[config.mk]
export PLATFORM = sky130hd
export DESIGN_NAME = cfi_log_queue
export DESIGN_NICKNAME = d
export VERILOG_FILES = /design/src/rtl/cfi_log_queue.sv
export SDC_FILE = /design/constraint.sdc
export NUM_CORES = 2
export LEC_CHECK = 0
export CAP_MARGIN = 0
export CORE_ASPECT_RATIO = 0.75
export CORE_MARGIN = 2
export CORE_UTILIZATION = 58
export DETAILED_ROUTE_END_ITERATION = 10
export DONT_BUFFER_PORTS = 1
export HOLD_SLACK_MARGIN = 0.05
export PLACE_DENSITY = 0.8
export SYNTH_ARGS = -nofsm -noshare
export SYNTH_HDL_FRONTEND = slang
export SYNTH_SLANG_ARGS = --single-unit
[constraint.sdc]
create_clock -name clk_i -period 19.48 [get_ports clk_i]
set_clock_uncertainty 0.1 [all_clocks]
set_input_delay 2.922 -clock clk_i [delete_from_list [all_inputs] [get_ports clk_i]]
set_output_delay 2.922 -clock clk_i [all_outputs]
set_load 0.02 [all_outputs]
[src/rtl/cfi_log_queue.sv]
// cfi_log_queue: two-port in-order log FIFO between the commit stage and
// cfi_backend. The commit stage pushes up to two cfi_log_t records per cycle
// and the backend reads the head and pops it once its doorbell completes.
// Optional feature: define CFI_LOG_QUEUE_STATS_EN to build the high-water
// occupancy register; otherwise high_water_o is tied to zero.

package cfi_pkg;

  // 256-bit CFI log record handed to the backend in eight 32-bit beats.
  typedef struct packed {
    logic [63:0] pc;
    logic [63:0] target;
    logic [31:0] insn;
    logic [7:0]  kind;
    logic [87:0] meta;
  } cfi_log_t;

endpackage

module cfi_log_queue
  import cfi_pkg::*;
#(
  parameter int DEPTH = 8
) (
  input  logic                       clk_i,
  input  logic                       rst_i,
  input  logic                       flush_i,
  input  logic [1:0]                 push_valid_i,
  input  cfi_log_t [1:0]             push_log_i,
  output logic [1:0]                 push_ready_o,
  input  logic                       pop_i,
  output cfi_log_t                   log_o,
  output logic                       queue_empty_o,
  output logic                       queue_full_o,
  output logic [$clog2(DEPTH):0]     count_o,
  output logic [$clog2(DEPTH):0]     high_water_o
);

  localparam int AW = $clog2(DEPTH);
  localparam int CW = AW + 1;

  localparam logic [CW-1:0] CNT_FULL  = CW'(DEPTH);
  localparam logic [CW-1:0] CNT_ROOM1 = CW'(DEPTH - 1);
  localparam logic [CW-1:0] CNT_ROOM2 = CW'(DEPTH - 2);

  cfi_log_t        mem [DEPTH];
  logic [AW-1:0]   rd_ptr;
  logic [AW-1:0]   wr_ptr;
  logic [CW-1:0]   count;

  logic [1:0]      ready;
  logic            acc0;
  logic            acc1;
  logic [CW-1:0]   num_acc;
  logic            pop_eff;
  logic [AW-1:0]   wr_addr1;
  logic [CW-1:0]   count_next;

  // Accept logic: readiness depends only on registered count and port-0 valid,
  // so a same-cycle pop never opens space and there is no path from pop_i.
  always_comb begin
    ready[0] = (count <= CNT_ROOM1);
    ready[1] = push_valid_i[0] ? (count <= CNT_ROOM2) : (count <= CNT_ROOM1);
    acc0     = push_valid_i[0] & ready[0];
    // Port 1 is younger; it only goes in if port 0 goes in or is idle.
    acc1     = push_valid_i[1] & ready[1] & (acc0 | ~push_valid_i[0]);
    num_acc  = CW'(acc0) + CW'(acc1);
    pop_eff  = pop_i & (count != '0);
    wr_addr1 = acc0 ? wr_ptr + AW'(1) : wr_ptr;
    if (flush_i) begin
      count_next = '0;
    end else begin
      count_next = count + num_acc - CW'(pop_eff);
    end
  end

  // Record storage: written in program order at wr_ptr / wr_ptr+1.
  // NOTE: storage has no reset; only pointers and count define validity, and
  // resetting a wide register file would cost a reset tree for no benefit.
  always_ff @(posedge clk_i) begin
    if (!flush_i) begin
      if (acc0) begin
        mem[wr_ptr] <= push_log_i[0];
      end
      if (acc1) begin
        mem[wr_addr1] <= push_log_i[1];
      end
    end
  end

  // Pointer and occupancy state; flush wins over push and pop.
  // NOTE: sequential state uses non-blocking assignments so every register
  // samples the pre-edge values regardless of statement order.
  always_ff @(posedge clk_i or posedge rst_i) begin
    if (rst_i) begin
      rd_ptr <= '0;
      wr_ptr <= '0;
      count  <= '0;
    end else if (flush_i) begin
      rd_ptr <= '0;
      wr_ptr <= '0;
      count  <= '0;
    end else begin
      wr_ptr <= wr_ptr + AW'(num_acc);
      if (pop_eff) begin
        rd_ptr <= rd_ptr + AW'(1);
      end
      count <= count_next;
    end
  end

`ifdef CFI_LOG_QUEUE_STATS_EN
  logic [CW-1:0] high_water;

  // Peak occupancy since reset or flush.
  always_ff @(posedge clk_i or posedge rst_i) begin
    if (rst_i) begin
      high_water <= '0;
    end else if (flush_i) begin
      high_water <= '0;
    end else if (count_next > high_water) begin
      high_water <= count_next;
    end
  end

  assign high_water_o = high_water;
`else
  assign high_water_o = '0;
`endif

  // Head and status outputs, all derived from registered state.
  assign log_o         = (count != '0) ? mem[rd_ptr] : '0;
  assign push_ready_o  = ready;
  assign queue_empty_o = (count == '0);
  assign queue_full_o  = (count == CNT_FULL);
  assign count_o       = count;

endmodule

==> metrics.cfg <==
[detailed_routing]
first_pass_iters = 6
drt_iter0_markers = 11130
drtAntennaViolNets = 0
wl_per_cell_um = 34.8
drc = 0
drt_wl_total_mm = 317
vias = 70505
via_per_inst = 7.74

[yosys]
ys_seq_area_share_pct = 59.6
netlist_area_um2 = 104000
synth_top_area_share_pct = 59.4
synth_area_leader_cell = edfxtp_1
synthArstFlopShare_pct = 0.486
synth-edff-count = 2048
ys_ff_latch = 2058
synth_cell_types = 37
syn_inst = 7251
yosysWarnings = 0
synth_area_leaders = edfxtp_1 (59%), o2bb2ai_1 (17%), mux4_2 (11%)
yosys_most_used_dff = edfxtp_1
avgSynthCellArea_um2 = 14.3

[run_status]
status = complete, no violations

[clock_tree]
cts_tree = yes
cts_sinks = 2058
postCtsHoldBufs = 0
cts_resized = 0
htree_levels = 4
numCtsBuffers = 196
ctsRootBufferMaster = clkbuf_16
clk_latency_ns = 0.83
clk_path_buf_depth = 3
postCtsSetupBuffers = 0
path_clk_slew_ns = 0.06

[critical_path]
cp-end-kind = output pin
r2r_slack_ns = 12.26
crit_end = log_o[125]
slowest_delay_ns = 0.85
crit_type = reg2out
crit_top_cell = buf_4
crit_start = rd_ptr[0]$_DFFE_PP0P_
critical_path.startpoint_type = register
cp_max_fo = 103
worst-endpoint-arrival_ns = 5.38
crit_path_top_delay_cell = buf_4
path_depth = 6
cp_data_required_time_ns = 16.46
crit_chain = buf_4, buf_12, buf_4, mux4_2, mux2i_1, nor2_1
r2r_end = mem[4][144]$_DFFE_PP_
reg2regPathDepth = 9
cp_top_family = buffers and inverters
crit_buf_inv = 3
r2r_start = wr_ptr[1]$_DFF_PP0_

[power_and_ir_drop]
clkPwrFrac_pct = 27.2
power.switching_mw = 5.00
powerDensity_nw_per_um2 = 126
internal_power_mw = 8.80
p_sw_share_pct = 36.2
ir_worst_vdd_mv = 0.178
seq_power_share_pct = 39.9
combPwrFrac_pct = 32.9
power_leakage_nw = 31.9

[die]
top_level_ports = 786
fp.dieH_um = 370
num_rows = 134
core_um2 = 178000
die_w_um = 492
dieArea_um2 = 182000
start_util_pct = 58.3

[flow_run]
cap_violations = 0

[global_route]
grtUsageMet1_pct = 44.0
gr-usage-met3_pct = 9.73
busiest_layer = met2
met2_usage_pct = 53.2
grt_pass1_vias = 70242
grt_max_degree = 216
grt-ovfl-total = 0
grt_antenna_before_repair = 3
grtUsageTotal_pct = 34.0
grt_pass1_wl_mm = 464

[timing]
max_clock_freq_mhz = 119
worst_pin_slew_ns = 1.36
finalCriticalPeriod_ns = 8.40
finalSetupViolations = 0
finalCritPeriodShare_pct = 43.1
rsz0062_at_grt = no
relSlewSlack_pct = 9.62
whs_ns = 0.734
hold_viol = 0
drv_slew = 0

[placement]
dp.final_hpwl_mm = 169
gp_congestion = 0.837
placed_cells = 8755
portBuffers = 0

[finish]
final_layout_size_suffix_gt1_share_pct = 13.6
final_cells = 9114
nFillCells = 12430
area.growth.synth_to_final_pct = 6.09
fin_nets = 7105

[worst_hold_path]
hp-class = reg2reg

-- Yosys cell counts, drive strengths merged (2+ instances only) --
cell type / n
and3: 2
clkbuf: 249
a21oi: 3
o21ai: 8
xnor2: 4
o31ai: 2
mux2i: 256
nor2b: 3
nand3: 11
and2: 2
fa: 2
edfxtp: 2048
nor2: 263
dfrtp: 10
xor2: 3
ha: 12
inv: 12
nand2: 1032
nand2b: 7
buf: 749
mux4: 512
o2bb2ai: 2048
o22ai: 3
-- registers in the layout, indices dropped and copies added, names as in the netlist --
register  count
count_o       4
rd_ptr        3
wr_ptr        3
mem        2048
-- layout make-up --
type	instances	area, um^2	area share [%]
antenna	4	10.0	0.00911
clock inverter	105	983	0.895
sequential	2058	61800	56.2
tap	2380	2980	2.71
clock buffer	250	5160	4.70
inverter	13	56.3	0.0513
timing repair buffer	119	1170	1.06
multi-input combinational	4185	37700	34.4
-- power by group through the flow --
stage	combinational, mW	clock (mW)	sequential [mW]
floorplan	3.30	0	5.80
global placement	4.36	0	5.58
detailed placement	4.44	0	5.60
CTS	4.46	3.75	5.51
global route	4.72	3.92	5.54
finish	4.54	3.75	5.51
-- metrics by stage --
step                      total power [mW]  util (%)  setup WS (ns)  instance area, um^2   TNS, ns
after floorplan                       9.11         -          -3.01               104000  -4584.65
after global placement                9.94      58.4          10.57               104000         0
after detailed placement              10.0      58.4          10.44               104000         0
after CTS                             13.7      61.9          11.04               110000         0
after global routing                  14.2      61.9          10.77               110000         0
final                                 13.8      61.9          11.08               110000         0
-- worst min path at each step --
stage / startpoint / end / cells after the start
CTS: wr_ptr[0]$_DFF_PP0_ / wr_ptr[0]$_DFF_PP0_ / 2
detailed placement: wr_ptr[0]$_DFF_PP0_ / wr_ptr[0]$_DFF_PP0_ / 2
global placement: wr_ptr[0]$_DFF_PP0_ / wr_ptr[0]$_DFF_PP0_ / 2
finish: wr_ptr[0]$_DFF_PP0_ / wr_ptr[0]$_DFF_PP0_ / 2
floorplan: rd_ptr[1]$_DFFE_PP0P_ / rd_ptr[1]$_DFFE_PP0P_ / 3
global route: wr_ptr[0]$_DFF_PP0_ / wr_ptr[0]$_DFF_PP0_ / 2
-- cell families after synthesis --
family / count (synthesis) / synth area share (%)
fa+ha+maj: 14 / 0.184
mux: 768 / 13.6
simple gates: 1324 / 4.86
flops: 2058 / 59.6
buf+inv: 1011 / 4.17
xor+xnor: 7 / 0.0592
other cells: 1 / 0.00362
compound gates: 2068 / 17.5
-- cell usage in the layout (no fill, tap or decap), types with 7 or more instances in the layout --
cell type / n
buf_4: 97
nor2_1: 263
nand2_1: 1030
nand3_4: 8
buf_12: 22
mux2i_1: 256
clkbuf_1: 50
clkbuf_16: 197
o2bb2ai_1: 2048
bufinv_16: 11
mux4_2: 512
ha_1: 12
inv_1: 12
dfrtp_1: 7
edfxtp_1: 2048
clkinv_1: 52
clkinv_2: 22
nand2b_1: 7
-- worst register-to-register path, delay by kind of cell (launching register included) --
family          cells  cell delay (ns)
compound gates      2             1.55
fa+ha+maj           1             0.33
buf+inv             4             3.30
flops               1             0.60
simple gates        2             0.94
-- per-layer routing --
layer | up-vias | wire length [um]
li1 | 28063 | -
met1 | 34995 | 104000
met2 | 6370 | 146000
met3 | 1073 | 47600
met4 | 4 | 18900
met5 | - | 69
No activity file was read; power rests on OpenSTA's default activity.
